File: config.mk
export PLATFORM = sky130hd
export DESIGN_NAME = irq_ctrl
export DESIGN_NICKNAME = d
export VERILOG_FILES = /design/src/rtl/irq_pkg.sv /design/src/rtl/irq_sync.sv /design/src/rtl/irq_ctrl.sv
export SDC_FILE = /design/constraint.sdc
export NUM_CORES = 1
export LEC_CHECK = 0
export ABC_CLOCK_PERIOD_IN_PS = 2400
export CORE_MARGIN = 4
export CORE_UTILIZATION = 42
export DETAILED_ROUTE_END_ITERATION = 12
export PLACE_DENSITY = 0.79
export SYNTH_ARGS = -nofsm -noshare
export SYNTH_HDL_FRONTEND = slang
export SYNTH_SLANG_ARGS = --single-unit
File: constraint.sdc
create_clock -name clk -period 2.4 [get_ports clk]
set_clock_uncertainty 0.1 [all_clocks]
set_input_delay 0.24 -clock clk [delete_from_list [all_inputs] [get_ports clk]]
set_output_delay 0.24 -clock clk [all_outputs]
set_load 0.03 [all_outputs]
File: src/rtl/irq_pkg.sv
// Shared definitions for the memory-mapped interrupt controller:
// register word offsets inside the 8-word window and CTRL bit positions.
package irq_pkg;

  localparam logic [2:0] IRQ_OFS_PENDING = 3'd0;
  localparam logic [2:0] IRQ_OFS_ENABLE  = 3'd1;
  localparam logic [2:0] IRQ_OFS_TRIGGER = 3'd2;
  localparam logic [2:0] IRQ_OFS_SWSET   = 3'd3;
  localparam logic [2:0] IRQ_OFS_CTRL    = 3'd4;
  localparam logic [2:0] IRQ_OFS_CURRENT = 3'd5;

  localparam int IRQ_CTRL_GIE = 0;

endpackage

File: src/rtl/irq_sync.sv
// Two-flop synchronizer bank for asynchronous interrupt source lines.
// Used by irq_ctrl only when IRQ_CTRL_SYNC_EN is defined.
module irq_sync #(
  parameter int W = 8
) (
  input  logic         clk,
  input  logic         reset,
  input  logic [W-1:0] d_i,
  output logic [W-1:0] q_o
);

  logic [W-1:0] s1_q;
  logic [W-1:0] s2_q;

  always_ff @(posedge clk or posedge reset) begin
    if (reset) begin
      s1_q <= '0;
      s2_q <= '0;
    end else begin
      s1_q <= d_i;
      s2_q <= s1_q;
    end
  end

  assign q_o = s2_q;

endmodule

File: src/rtl/irq_ctrl.sv
// Memory-mapped interrupt controller: pending/enable/trigger registers,
// lowest-index priority request to the CPU. Define IRQ_CTRL_SYNC_EN for input sync.
module irq_ctrl
  import irq_pkg::*;
#(
  parameter int          NSRC = 8,
  parameter logic [15:0] BASE = 16'hFF00
) (
  input  logic            clk,
  input  logic            reset,
  input  logic [15:0]     address,
  input  logic [31:0]     data,
  input  logic            wren,
  output logic [31:0]     rdata,
  output logic            sel,
  input  logic [NSRC-1:0] src,
  output logic            IRQ,
  output logic [7:0]      IRQn
);

  logic [NSRC-1:0] src_c;
  logic [NSRC-1:0] hist_q;
  logic [NSRC-1:0] pend_q, pend_d;
  logic [NSRC-1:0] ena_q;
  logic [NSRC-1:0] trig_q;
  logic [NSRC-1:0] eff_pend;
  logic [NSRC-1:0] req;
  logic [NSRC-1:0] w1c, sws, hws;
  logic            gie_q;
  logic            irq_q;
  logic [7:0]      irqn_q, irqn_d;
  logic [2:0]      ofs;
  logic            wr;
  logic [31:0]     rd;
  logic            unused_data;

`ifdef IRQ_CTRL_SYNC_EN
  irq_sync #(.W(NSRC)) u_sync (
    .clk   (clk),
    .reset (reset),
    .d_i   (src),
    .q_o   (src_c)
  );
`else
  assign src_c = src;
`endif

  assign sel = (address[15:3] == BASE[15:3]);
  assign ofs = address[2:0];
  assign wr  = wren & sel;
  assign unused_data = ^data;

  // Stored pending only moves for edge sources; level bits keep their value
  assign hws = src_c & ~hist_q & trig_q;
  assign w1c = (wr && ofs == IRQ_OFS_PENDING) ? data[NSRC-1:0] & trig_q : '0;
  assign sws = (wr && ofs == IRQ_OFS_SWSET) ? data[NSRC-1:0] & trig_q : '0;
  assign pend_d = (pend_q & ~w1c) | hws | sws;

  assign eff_pend = (pend_q & trig_q) | (src_c & ~trig_q);
  assign req = eff_pend & ena_q & {NSRC{gie_q}};

  always_comb begin
    irqn_d = '0;
    for (int i = NSRC - 1; i >= 0; i--) begin
      if (req[i]) irqn_d = 8'(i);
    end
  end

  always_ff @(posedge clk or posedge reset) begin
    if (reset) begin
      hist_q <= '0;
      pend_q <= '0;
      ena_q  <= '0;
      trig_q <= '1;
      gie_q  <= 1'b0;
      irq_q  <= 1'b0;
      irqn_q <= '0;
    end else begin
      hist_q <= src_c;
      pend_q <= pend_d;
      if (wr && ofs == IRQ_OFS_ENABLE)  ena_q  <= data[NSRC-1:0];
      if (wr && ofs == IRQ_OFS_TRIGGER) trig_q <= data[NSRC-1:0];
      if (wr && ofs == IRQ_OFS_CTRL)    gie_q  <= data[IRQ_CTRL_GIE];
      irq_q  <= |req;
      irqn_q <= irqn_d;
    end
  end

  function automatic logic [31:0] zx(input logic [NSRC-1:0] v);
    zx = '0;
    zx[NSRC-1:0] = v;
  endfunction

  always_comb begin
    rd = '0;
    unique case (ofs)
      IRQ_OFS_PENDING: rd = zx(eff_pend);
      IRQ_OFS_ENABLE:  rd = zx(ena_q);
      IRQ_OFS_TRIGGER: rd = zx(trig_q);
      IRQ_OFS_CTRL:    rd[IRQ_CTRL_GIE] = gie_q;
      IRQ_OFS_CURRENT: rd = {irq_q, 23'b0, irqn_q};
      default:         rd = '0;
    endcase
  end

  assign rdata = sel ? rd : '0;
  assign IRQ   = irq_q;
  assign IRQn  = irqn_q;

endmodule

==> run_summary.xml, run 1 <==
<?xml version="1.0" encoding="UTF-8"?>
<metrics>
  <group name="run_status">
    <metric name="result_of_the_run" unit="">completed</metric>
  </group>
  <group name="place">
    <metric name="place_congestion" unit="">0.819</metric>
    <metric name="detailedPlace.worstSlack" unit="ps">-158</metric>
    <metric name="port-buffer-count" unit="">48</metric>
    <metric name="placed_area" unit="mm²">0.00285</metric>
    <metric name="dp.final_hpwl" unit="µm">4360</metric>
  </group>
  <group name="setup_path">
    <metric name="critical_path.startpoint_type" unit="">flip-flop</metric>
    <metric name="cp_num_cells" unit="">6</metric>
    <metric name="critical_path.startpoint" unit="">trig_q[2]$_DFFE_PP1P_</metric>
    <metric name="timing_worst_setup_path_type" unit="">reg -&gt; out</metric>
    <metric name="cp-end-kind" unit="">output port</metric>
    <metric name="critical_path.cell_chain" unit="">mux2_2 &gt; a22oi_1 &gt; nor2_1 &gt; a31oi_1 &gt; nor2_4 &gt; buf_6</metric>
    <metric name="reg2reg_path_depth" unit="">5</metric>
    <metric name="endpoint_of_the_lowest_slack_register_to_register_path" unit="">IRQn[1]$_DFF_PP0_</metric>
    <metric name="worstPathArrival" unit="ps">1940</metric>
    <metric name="cp.required" unit="ps">2060</metric>
    <metric name="critical_path.slowest_cell" unit="">sky130_fd_sc_hd__dfstp_2</metric>
    <metric name="critical-path-top-delay-family" unit="">flip-flops</metric>
    <metric name="critical_path_buf_inv_count" unit="">1</metric>
    <metric name="rr_startpoint" unit="">trig_q[5]$_DFFE_PP1P_</metric>
    <metric name="r2r_setup_slack" unit="ps">760</metric>
    <metric name="critical_path.endpoint" unit="">rdata[2]</metric>
    <metric name="cp_peak_stage_delay" unit="ps">570</metric>
    <metric name="path_max_fanout" unit="">5</metric>
  </group>
  <group name="sta">
    <metric name="highest_clock_rate" unit="MHz">439</metric>
    <metric name="fin_tns_setup" unit="ps">0</metric>
    <metric name="setup_viol_count_final" unit="">0</metric>
    <metric name="finalMaxSlewViolations" unit="">0</metric>
    <metric name="rsz0062_at_grt" unit="">no</metric>
    <metric name="share_of_the_clock_period_used_by_the_worst_path" unit="%">94.9</metric>
    <metric name="timing_hold_violations_final" unit="">0</metric>
    <metric name="setup_ws" unit="ps">123</metric>
    <metric name="min_period" unit="ps">2280</metric>
    <metric name="whs" unit="ps">266</metric>
  </group>
  <group name="grt">
    <metric name="grt_pass1_wl" unit="µm">9040</metric>
    <metric name="grt_antenna_before_repair" unit="">0</metric>
    <metric name="grt_start_max_net_pins" unit="">38</metric>
    <metric name="first_global_vias" unit="">1849</metric>
    <metric name="grt.total_usage" unit="%">18.0</metric>
    <metric name="grt_overflow_total" unit="">0</metric>
  </group>
  <group name="synth">
    <metric name="yosys_warnings" unit="">0</metric>
    <metric name="average_size_of_a_mapped_cell" unit="µm²">9.64</metric>
    <metric name="synth.yosys.seq_area_share" unit="%">40.8</metric>
    <metric name="asyncSetResetFlopFracSynth" unit="%">100</metric>
    <metric name="dominantRegCellSynth" unit="">sky130_fd_sc_hd__dfrtp_1</metric>
    <metric name="syn-cell-area" unit="mm²">0.00229</metric>
    <metric name="synth_seq_cells" unit="">37</metric>
    <metric name="synth_enable_flop_cells" unit="">0</metric>
    <metric name="netlist_instances" unit="">238</metric>
    <metric name="post_synth_num_cell_types" unit="">37</metric>
  </group>
  <group name="power_and_ir_drop">
    <metric name="power.density_cell_area" unit="mW/mm²">416</metric>
    <metric name="vdd_drop_max" unit="µV">219</metric>
    <metric name="leakage_power" unit="µW">0.00135</metric>
  </group>
  <group name="drt">
    <metric name="route.detailed.vias_per_inst" unit="">5.22</metric>
    <metric name="highest-signal-layer" unit="">met4</metric>
    <metric name="drt_iter0_markers" unit="">187</metric>
    <metric name="drt_pre_antenna_iters" unit="">6</metric>
    <metric name="antenna_left" unit="">0</metric>
    <metric name="m1WireLength" unit="µm">2460</metric>
    <metric name="detailroute.wirelength.met3" unit="µm">502</metric>
    <metric name="detailroute.wirelength.met2" unit="µm">2910</metric>
    <metric name="drt-wirelength-per-cell" unit="µm">15.6</metric>
    <metric name="detail_route.drc_violations" unit="">0</metric>
    <metric name="route.vias.total" unit="">1990</metric>
    <metric name="wl" unit="µm">5950</metric>
  </group>
  <group name="finish">
    <metric name="antenna-diode-count" unit="">0</metric>
    <metric name="p_r_area_growth_vs_syn" unit="%">35.6</metric>
    <metric name="final_nets" unit="">369</metric>
    <metric name="most-common-layout-cells" unit="">34 x sky130_fd_sc_hd__clkdlybuf4s50_1, 29 x sky130_fd_sc_hd__dfrtp_1, 28 x sky130_fd_sc_hd__conb_1, 22 x sky130_fd_sc_hd__buf_4</metric>
    <metric name="drive_gt1_share" unit="%">28.3</metric>
    <metric name="final_instance_area" unit="mm²">0.00311</metric>
    <metric name="final_common_cell" unit="">sky130_fd_sc_hd__clkdlybuf4s50_1</metric>
  </group>
  <group name="die">
    <metric name="initial_utilization" unit="%">44.1</metric>
    <metric name="dieArea" unit="mm²">0.00671</metric>
    <metric name="die_h" unit="µm">81.9</metric>
    <metric name="die_w" unit="µm">81.9</metric>
    <metric name="row_count" unit="">26</metric>
    <metric name="core" unit="mm²">0.00520</metric>
    <metric name="pin_count" unit="">101</metric>
  </group>
  <group name="clocking">
    <metric name="cts-root-to-sink-buffers" unit="">2</metric>
    <metric name="clkLatencyLatePin" unit="ps">290</metric>
    <metric name="hold_fix_buffer_count_after_cts" unit="">0</metric>
    <metric name="clkSinkCount" unit="">37</metric>
    <metric name="worst_setup_hold_path_clk_slew" unit="ps">70</metric>
    <metric name="clock_tree_from_tritoncts" unit="">yes</metric>
    <metric name="htreeDepth" unit="">2</metric>
    <metric name="cts_inserted_buffers" unit="">5</metric>
    <metric name="cts_root_buffer_type" unit="">sky130_fd_sc_hd__clkbuf_8</metric>
  </group>
  <group name="worst_hold_path">
    <metric name="min_delay_worst_type" unit="">in -&gt; async</metric>
  </group>
  <group name="flow_run">
    <metric name="maxCapViolCount" unit="">0</metric>
  </group>
</metrics>
power by group:
group / internal [µW] / total, µW / switching [µW]
Clock: 234 / 447 / 213
Combinational: 75.5 / 207 / 131
Sequential: 634 / 638 / 3.97
cell type report:
type / instances / area (µm²)
tap: 70 / 87.6
inverter: 9 / 33.8
fill: 433 / 2090
timing repair buffer: 74 / 713
multi-input combinational: 183 / 1250
clock buffer: 8 / 90.1
sequential: 37 / 936
per-layer routing:
layer,track usage [%],vias up
met5,0,-
met4,6.81,0
met3,4.39,7
met2,27.9,87
met1,24.3,948
li1,-,948
how the worst min path moves through the flow:
stage                                end  slack, ps  cells past startpoint
finish                 gie_q$_DFFE_PP0P_        270                      3
global placement     pend_q[2]$_DFF_PP0_        370                      1
global route         pend_q[0]$_DFF_PP0_        320                      3
CTS                 ena_q[1]$_DFFE_PP0P_        280                      3
floorplan            hist_q[0]$_DFF_PP0_        170                      0
detailed placement   pend_q[2]$_DFF_PP0_        390                      1
repair_timing:
item                       CTS  global route
resized for setup           15            20
pin swaps                    3             6
setup endpoints to repair    8             8
buffers inserted             2             4
state kept, by name, indices dropped and copies added (netlist names):
signal and cells:
ena_q 8, gie_q 1, hist_q 8, IRQ 1
IRQn 3, trig_q 8, pend_q 8
through the flow:
stage               power [µW]  std cells  utilization (%)
detailed placement         852        367             54.7
floorplan                  793        265                -
finish                    1290        381             59.8
global placement           850        367             54.7
CTS                       1300        377             57.7
global route              1350        381             59.8
kinds of logic (layout without fill, tap and decap cells):
| group | count (synthesis) | after routing | share of synthesized area [%] |
|---|---|---|---|
| and+or+nand+nor | 78 | 78 | 18.9 |
| AOI/OAI and AO/OA | 51 | 51 | 14.2 |
| buffers and inverters | 45 | 91 | 12.0 |
| DFF | 37 | 37 | 40.8 |
| muxes | 26 | 26 | 13.9 |
| other | 1 | 28 | 0.163 |
worst min-delay path: stages:
cell	delay, ps
sky130_fd_sc_hd__clkdlybuf4s50_1	400
sky130_fd_sc_hd__inv_1	50
sky130_fd_sc_hd__buf_4	400
synthesized netlist by cell type, types with 5 or more instances:
cell	number	share of area, %
sky130_fd_sc_hd__o211ai_1	5	1.6
sky130_fd_sc_hd__clkbuf_1	6	0.98
sky130_fd_sc_hd__nor2_1	13	2.1
sky130_fd_sc_hd__nor2b_1	5	1.4
sky130_fd_sc_hd__mux2_2	15	7.4
sky130_fd_sc_hd__nand2b_1	10	2.7
sky130_fd_sc_hd__nand2_1	17	2.8
sky130_fd_sc_hd__o22a_1	6	2.3
sky130_fd_sc_hd__dfrtp_1	29	32
sky130_fd_sc_hd__mux2_4	8	5.2
sky130_fd_sc_hd__nand3_1	13	2.8
sky130_fd_sc_hd__o21ai_0	6	1.3
sky130_fd_sc_hd__inv_1	9	1.5
sky130_fd_sc_hd__buf_4	28	9.2
sky130_fd_sc_hd__dfstp_2	8	9.2
sky130_fd_sc_hd__nand4_1	11	3.0
sky130_fd_sc_hd__a21oi_1	17	3.7
sky130_fd_sc_hd__a31oi_1	7	1.9
No activity file was read; power rests on OpenSTA's default activity.
==> run 2: changes to the inputs <==
--- a/config.mk
+++ b/config.mk
@@ -8,7 +8,10 @@
 export ABC_CLOCK_PERIOD_IN_PS = 2400
 export CORE_MARGIN = 4
 export CORE_UTILIZATION = 42
+export CTS_CLUSTER_SIZE = 16
 export DETAILED_ROUTE_END_ITERATION = 12
+export GPL_TIMING_DRIVEN = 0
+export MAX_ROUTING_LAYER = met4
 export PLACE_DENSITY = 0.79
 export SYNTH_ARGS = -nofsm -noshare
 export SYNTH_HDL_FRONTEND = slang
==> run_summary.xml, run 2 (synthesis results as in run 1) <==
<?xml version="1.0" encoding="UTF-8"?>
<metrics>
  <group name="sta">
    <metric name="setup_viol_count_final" unit="">0</metric>
    <metric name="setup_ws" unit="ps">36.1</metric>
    <metric name="whs" unit="ps">228</metric>
    <metric name="finalMaxSlewViolations" unit="">0</metric>
    <metric name="timing.max_slew.rel_slack" unit="%">58.7</metric>
    <metric name="highest_clock_rate" unit="MHz">423</metric>
    <metric name="share_of_the_clock_period_used_by_the_worst_path" unit="%">98.5</metric>
    <metric name="rsz0062_at_grt" unit="">yes</metric>
    <metric name="worst_pin_slew" unit="ps">618</metric>
    <metric name="min_period" unit="ps">2360</metric>
    <metric name="timing_hold_violations_final" unit="">0</metric>
  </group>
  <group name="setup_path">
    <metric name="critical_path.startpoint_type" unit="">primary input</metric>
    <metric name="rr_startpoint" unit="">gie_q$_DFFE_PP0P_</metric>
    <metric name="cp-end-kind" unit="">output port</metric>
    <metric name="worstPathArrival" unit="ps">2020</metric>
    <metric name="path_max_fanout" unit="">5</metric>
    <metric name="r2r_setup_slack" unit="ps">660</metric>
    <metric name="timing_worst_setup_path_type" unit="">in -&gt; out</metric>
    <metric name="critical_path.startpoint" unit="">address[4]</metric>
    <metric name="cp.required" unit="ps">2060</metric>
  </group>
  <group name="drt">
    <metric name="detail_route.drc_violations" unit="">0</metric>
    <metric name="route.detailed.vias_per_inst" unit="">5.24</metric>
    <metric name="wl" unit="µm">6120</metric>
    <metric name="drt_iter0_markers" unit="">136</metric>
    <metric name="route.vias.total" unit="">2059</metric>
    <metric name="drt_pre_antenna_iters" unit="">4</metric>
    <metric name="drt-wirelength-per-cell" unit="µm">15.6</metric>
    <metric name="antenna_left" unit="">0</metric>
  </group>
  <group name="die">
    <metric name="core" unit="mm²">0.00520</metric>
    <metric name="row_count" unit="">26</metric>
    <metric name="die_h" unit="µm">81.9</metric>
    <metric name="pin_count" unit="">101</metric>
    <metric name="dieArea" unit="mm²">0.00671</metric>
    <metric name="initial_utilization" unit="%">44.1</metric>
    <metric name="die_w" unit="µm">81.9</metric>
  </group>
  <group name="clocking">
    <metric name="htreeDepth" unit="">2</metric>
    <metric name="worst_setup_hold_path_clk_slew" unit="ps">70</metric>
    <metric name="clkLatencyLatePin" unit="ps">290</metric>
    <metric name="cts-root-to-sink-buffers" unit="">2</metric>
    <metric name="hold_fix_buffer_count_after_cts" unit="">0</metric>
    <metric name="cts_root_buffer_type" unit="">sky130_fd_sc_hd__clkbuf_8</metric>
    <metric name="cts_inserted_buffers" unit="">5</metric>
    <metric name="clkSinkCount" unit="">37</metric>
    <metric name="clock_tree_from_tritoncts" unit="">yes</metric>
  </group>
  <group name="flow_run">
    <metric name="maxCapViolCount" unit="">0</metric>
  </group>
  <group name="power_and_ir_drop">
    <metric name="vdd_drop_max" unit="µV">281</metric>
    <metric name="leakage_power" unit="µW">0.00138</metric>
    <metric name="power.density_cell_area" unit="mW/mm²">463</metric>
  </group>
  <group name="grt">
    <metric name="first_global_vias" unit="">1960</metric>
    <metric name="grt_pass1_wl" unit="µm">9380</metric>
    <metric name="grt_antenna_before_repair" unit="">0</metric>
    <metric name="grt_overflow_total" unit="">0</metric>
    <metric name="grt.total_usage" unit="%">19.0</metric>
    <metric name="grt_start_max_net_pins" unit="">25</metric>
  </group>
  <group name="finish">
    <metric name="most-common-layout-cells" unit="">37 x sky130_fd_sc_hd__buf_4, 36 x sky130_fd_sc_hd__clkdlybuf4s50_1, 29 x sky130_fd_sc_hd__dfrtp_1, 28 x sky130_fd_sc_hd__conb_1</metric>
    <metric name="p_r_area_growth_vs_syn" unit="%">36.3</metric>
    <metric name="final_common_cell" unit="">sky130_fd_sc_hd__buf_4</metric>
    <metric name="final_nets" unit="">381</metric>
    <metric name="fill_cells" unit="">451</metric>
    <metric name="antenna-diode-count" unit="">0</metric>
    <metric name="drive_gt1_share" unit="%">29.4</metric>
  </group>
  <group name="place">
    <metric name="detailedPlace.worstSlack" unit="ps">-1080</metric>
    <metric name="place_congestion" unit="">0.852</metric>
    <metric name="port-buffer-count" unit="">46</metric>
    <metric name="dp.final_hpwl" unit="µm">4410</metric>
  </group>
  <group name="run_status">
    <metric name="result_of_the_run" unit="">completed</metric>
  </group>
  <group name="worst_hold_path">
    <metric name="min_delay_worst_type" unit="">in -&gt; async</metric>
  </group>
</metrics>
-- run 2: cell types whose count changed in the layout (fill, tap and decap cells not counted), moves of 2 or more --
cell / delta
sky130_fd_sc_hd__buf_2: +3
sky130_fd_sc_hd__buf_4: +15
sky130_fd_sc_hd__buf_6: -13
sky130_fd_sc_hd__clkbuf_1: +3
sky130_fd_sc_hd__clkbuf_4: +2
sky130_fd_sc_hd__clkdlybuf4s50_1: +2
sky130_fd_sc_hd__dlymetal6s2s_1: -4
sky130_fd_sc_hd__nor2_1: +4
sky130_fd_sc_hd__nor2_2: +3
sky130_fd_sc_hd__nor2_4: -7
-- run 2: through the flow --
step | area, µm² | power, µW | util [%] | std cells | TNS [ps]
2_1_floorplan | 2400 | 793 | - | 265 | -417
3_3_place_gp | 2940 | 873 | 56.6 | 381 | -14250
3_5_place_dp | 2970 | 882 | 57.1 | 382 | -14860
4_1_cts | 3120 | 1450 | 59.9 | 393 | 0
5_1_grt | 3130 | 1510 | 60.1 | 393 | -0.738
6_report | 3130 | 1450 | 60.1 | 393 | 0
-- run 2: area by class of cell --
class                      count  area (µm²)  area share (%)
multi-input combinational    183        1210            38.8
sequential                    37         936            29.9
timing repair buffer          50         484            15.5
buffer                        36         253            8.08
tap                           70        87.6            2.80
clock buffer                   6        82.6            2.64
clock inverter                 2        37.5            1.20
inverter                       9        33.8            1.08
-- run 2: path summary, 6_finish.rpt --
check,to,cells after the start
worst max-delay path,sel,6
worst min-delay path,hist_q[7]$_DFF_PP0_,2
worst max register to register,IRQn[0]$_DFF_PP0_,6
worst min register to register,pend_q[2]$_DFF_PP0_,1
max in group asynchronous,trig_q[1]$_DFFE_PP1P_,3
min in group clk,pend_q[7]$_DFF_PP0_,3
-- run 2: routing by layer --
metal / global-route usage (%) / wire [µm] / part of all wire, %
met1: 23.1 / 2420 / 40
met4: 5.65 / 49 / 0.80
met3: 4.71 / 637 / 10
met5: - / 0 / 0
met2: 31.2 / 3010 / 49
-- run 2: power by group --
part	switching, µW	leakage, µW	internal, µW
Clock	232	0.0000574	338
Sequential	4.72	0.000460	634
Combinational	138	0.000860	102
Total	375	0.00138	1070
-- run 2: repair_timing --
item / CTS / global route
cloned: 0 / 0
endpoints found under the setup margin: 10 / 6
setup buffers: 3 / 0
resized for setup: 58 / 9
pin swaps: 2 / 0
-- run 2: critical path, stage by stage --
cell and delay [ps]:
sky130_fd_sc_hd__clkdlybuf4s50_1 400, sky130_fd_sc_hd__or4_4 550, sky130_fd_sc_hd__nor4_4 210, sky130_fd_sc_hd__buf_6 180
sky130_fd_sc_hd__buf_4 140, sky130_fd_sc_hd__clkdlybuf4s15_2 300
==> run 3: changes to the inputs <==
--- a/config.mk
+++ b/config.mk
@@ -13,6 +13,7 @@
 export GPL_TIMING_DRIVEN = 0
 export MAX_ROUTING_LAYER = met4
 export PLACE_DENSITY = 0.79
+export RECOVER_POWER = 100
 export SYNTH_ARGS = -nofsm -noshare
 export SYNTH_HDL_FRONTEND = slang
 export SYNTH_SLANG_ARGS = --single-unit
==> run_summary.xml, run 3 (synthesis results as in run 1) <==
<?xml version="1.0" encoding="UTF-8"?>
<metrics>
  <group name="run_status">
    <metric name="result_of_the_run" unit="">completed</metric>
  </group>
  <group name="setup_path">
    <metric name="critical_path.startpoint_type" unit="">primary input</metric>
    <metric name="worstPathArrival" unit="ps">2030</metric>
    <metric name="timing_worst_setup_path_type" unit="">in -&gt; out</metric>
    <metric name="cp.required" unit="ps">2060</metric>
    <metric name="cp-end-kind" unit="">output port</metric>
    <metric name="path_max_fanout" unit="">7</metric>
  </group>
  <group name="grt">
    <metric name="grt_start_max_net_pins" unit="">25</metric>
    <metric name="grt.total_usage" unit="%">19.0</metric>
    <metric name="grt_overflow_total" unit="">0</metric>
    <metric name="grt_antenna_before_repair" unit="">0</metric>
    <metric name="grt_pass1_wl" unit="µm">9380</metric>
    <metric name="first_global_vias" unit="">1960</metric>
  </group>
  <group name="sta">
    <metric name="fin_tns_setup" unit="ps">0</metric>
    <metric name="min_period" unit="ps">2370</metric>
    <metric name="finalMaxSlewViolations" unit="">0</metric>
    <metric name="timing_hold_violations_final" unit="">0</metric>
    <metric name="worst_pin_slew" unit="ps">1100</metric>
    <metric name="share_of_the_clock_period_used_by_the_worst_path" unit="%">98.9</metric>
    <metric name="highest_clock_rate" unit="MHz">421</metric>
    <metric name="setup_viol_count_final" unit="">0</metric>
    <metric name="timing.max_slew.rel_slack" unit="%">26.6</metric>
    <metric name="rsz0062_at_grt" unit="">yes</metric>
    <metric name="setup_ws" unit="ps">27.0</metric>
  </group>
  <group name="drt">
    <metric name="drt_iter0_markers" unit="">132</metric>
    <metric name="wl" unit="µm">6070</metric>
    <metric name="route.vias.total" unit="">2054</metric>
    <metric name="drt_pre_antenna_iters" unit="">4</metric>
    <metric name="route.detailed.vias_per_inst" unit="">5.23</metric>
    <metric name="detail_route.drc_violations" unit="">0</metric>
    <metric name="antenna_left" unit="">0</metric>
    <metric name="drt-wirelength-per-cell" unit="µm">15.4</metric>
  </group>
  <group name="clocking">
    <metric name="cts_inserted_buffers" unit="">5</metric>
    <metric name="worst_setup_hold_path_clk_slew" unit="ps">80</metric>
    <metric name="clkLatencyLatePin" unit="ps">290</metric>
    <metric name="htreeDepth" unit="">2</metric>
    <metric name="clock_tree_from_tritoncts" unit="">yes</metric>
    <metric name="cts_root_buffer_type" unit="">sky130_fd_sc_hd__clkbuf_8</metric>
    <metric name="clkSinkCount" unit="">37</metric>
    <metric name="cts-root-to-sink-buffers" unit="">2</metric>
    <metric name="hold_fix_buffer_count_after_cts" unit="">0</metric>
  </group>
  <group name="worst_hold_path">
    <metric name="min_delay_worst_type" unit="">in -&gt; async</metric>
  </group>
  <group name="place">
    <metric name="detailedPlace.worstSlack" unit="ps">-1080</metric>
    <metric name="dp.final_hpwl" unit="µm">4410</metric>
    <metric name="place_congestion" unit="">0.852</metric>
    <metric name="port-buffer-count" unit="">46</metric>
  </group>
  <group name="die">
    <metric name="row_count" unit="">26</metric>
    <metric name="initial_utilization" unit="%">44.1</metric>
    <metric name="die_h" unit="µm">81.9</metric>
    <metric name="die_w" unit="µm">81.9</metric>
    <metric name="dieArea" unit="mm²">0.00671</metric>
    <metric name="core" unit="mm²">0.00520</metric>
    <metric name="pin_count" unit="">101</metric>
  </group>
  <group name="power_and_ir_drop">
    <metric name="vdd_drop_max" unit="µV">279</metric>
    <metric name="p_int" unit="µW">1070</metric>
    <metric name="power.density_cell_area" unit="mW/mm²">462</metric>
    <metric name="sw_share" unit="%">25.8</metric>
    <metric name="clock_power_share" unit="%">39.5</metric>
    <metric name="sequentialPowerShare" unit="%">44.4</metric>
    <metric name="combinationalPowerShare" unit="%">16.2</metric>
    <metric name="leakage_power" unit="µW">0.00139</metric>
    <metric name="switching_component_of_the_power" unit="µW">372</metric>
  </group>
  <group name="finish">
    <metric name="drive_gt1_share" unit="%">28.8</metric>
    <metric name="antenna-diode-count" unit="">0</metric>
    <metric name="most-common-layout-cells" unit="">37 x sky130_fd_sc_hd__buf_4, 29 x sky130_fd_sc_hd__dfrtp_1, 28 x sky130_fd_sc_hd__conb_1, 23 x sky130_fd_sc_hd__clkdlybuf4s50_1</metric>
    <metric name="p_r_area_growth_vs_syn" unit="%">35.7</metric>
    <metric name="final_nets" unit="">381</metric>
    <metric name="final_common_cell" unit="">sky130_fd_sc_hd__buf_4</metric>
  </group>
  <group name="flow_run">
    <metric name="maxCapViolCount" unit="">0</metric>
  </group>
</metrics>
run 3: cell count changes in the layout (fill, tap and decap cells not counted):
cell and delta:
sky130_fd_sc_hd__dlygate4sd3_1 +13, sky130_fd_sc_hd__clkdlybuf4s50_1 -13, sky130_fd_sc_hd__buf_16 -1, sky130_fd_sc_hd__dfstp_2 -1, sky130_fd_sc_hd__dlymetal6s2s_1 +1, sky130_fd_sc_hd__dfstp_1 +1
run 3: timing repair:
item,in CTS,in global routing
gates cloned,0,0
buffers inserted,3,0
endpoints found under the setup margin,10,6
gates resized for setup,58,9
pin swaps,2,0
run 3: cell type report:
type	count	area, µm²
Inverter	9	33.8
Fill cell	453	2090
Sequential cell	37	936
Clock inverter	2	37.5
Buffer	36	253
Multi-Input combinational cell	183	1210
Timing Repair Buffer	50	469
Clock buffer	6	82.6
Tap cell	70	87.6
run 3: worst paths after layout:
kind / from / to / slack (ps) / cells past startpoint
setup / recovery: address[4] / rdata[2] / 30 / 7
hold / removal: reset / hist_q[7]$_DFF_PP0_ / 320 / 2
setup reg to reg: gie_q$_DFFE_PP0P_ / IRQn[0]$_DFF_PP0_ / 670 / 6
hold reg to reg: pend_q[2]$_DFF_PP0_ / pend_q[2]$_DFF_PP0_ / 410 / 1
max in group asynchronous: reset / pend_q[2]$_DFF_PP0_ / 460 / 3
min in group clk: address[0] / pend_q[7]$_DFF_PP0_ / 320 / 3
run 3: critical path: stages:
cell	delay, ps
sky130_fd_sc_hd__clkdlybuf4s50_1	400
sky130_fd_sc_hd__or4_4	550
sky130_fd_sc_hd__nor4_4	210
sky130_fd_sc_hd__buf_6	180
sky130_fd_sc_hd__o21ai_4	110
sky130_fd_sc_hd__nor2_1	160
sky130_fd_sc_hd__buf_4	180
run 3: through the flow:
step | hold slack [ps] | power [µW] | cells | instance area [µm²] | utilization, %
floorplan | 171 | 793 | 265 | 2400 | -
global placement | 370 | 873 | 381 | 2940 | 56.6
detailed placement | 387 | 882 | 382 | 2970 | 57.1
CTS | 245 | 1450 | 393 | 3120 | 59.9
global route | 354 | 1500 | 393 | 3110 | 59.8
finish | 322 | 1440 | 393 | 3110 | 59.8
run 3: power groups by stage:
stage | logic, µW | registers [µW] | clock network [µW]
6_report | 232 | 639 | 568
5_1_grt | 251 | 639 | 609
4_1_cts | 235 | 639 | 573
3_5_place_dp | 232 | 650 | 0
3_3_place_gp | 223 | 649 | 0
2_1_floorplan | 144 | 649 | 0
run 3: routing by layer:
metal	track usage [%]	part of all wire, %	wire length [µm]	vias up
li1	-	-	-	975
met3	4.71	8.6	519	8
met2	31.2	50	3010	86
met1	23.1	41	2470	985
met5	-	0	0	-
met4	5.65	1.1	67	0
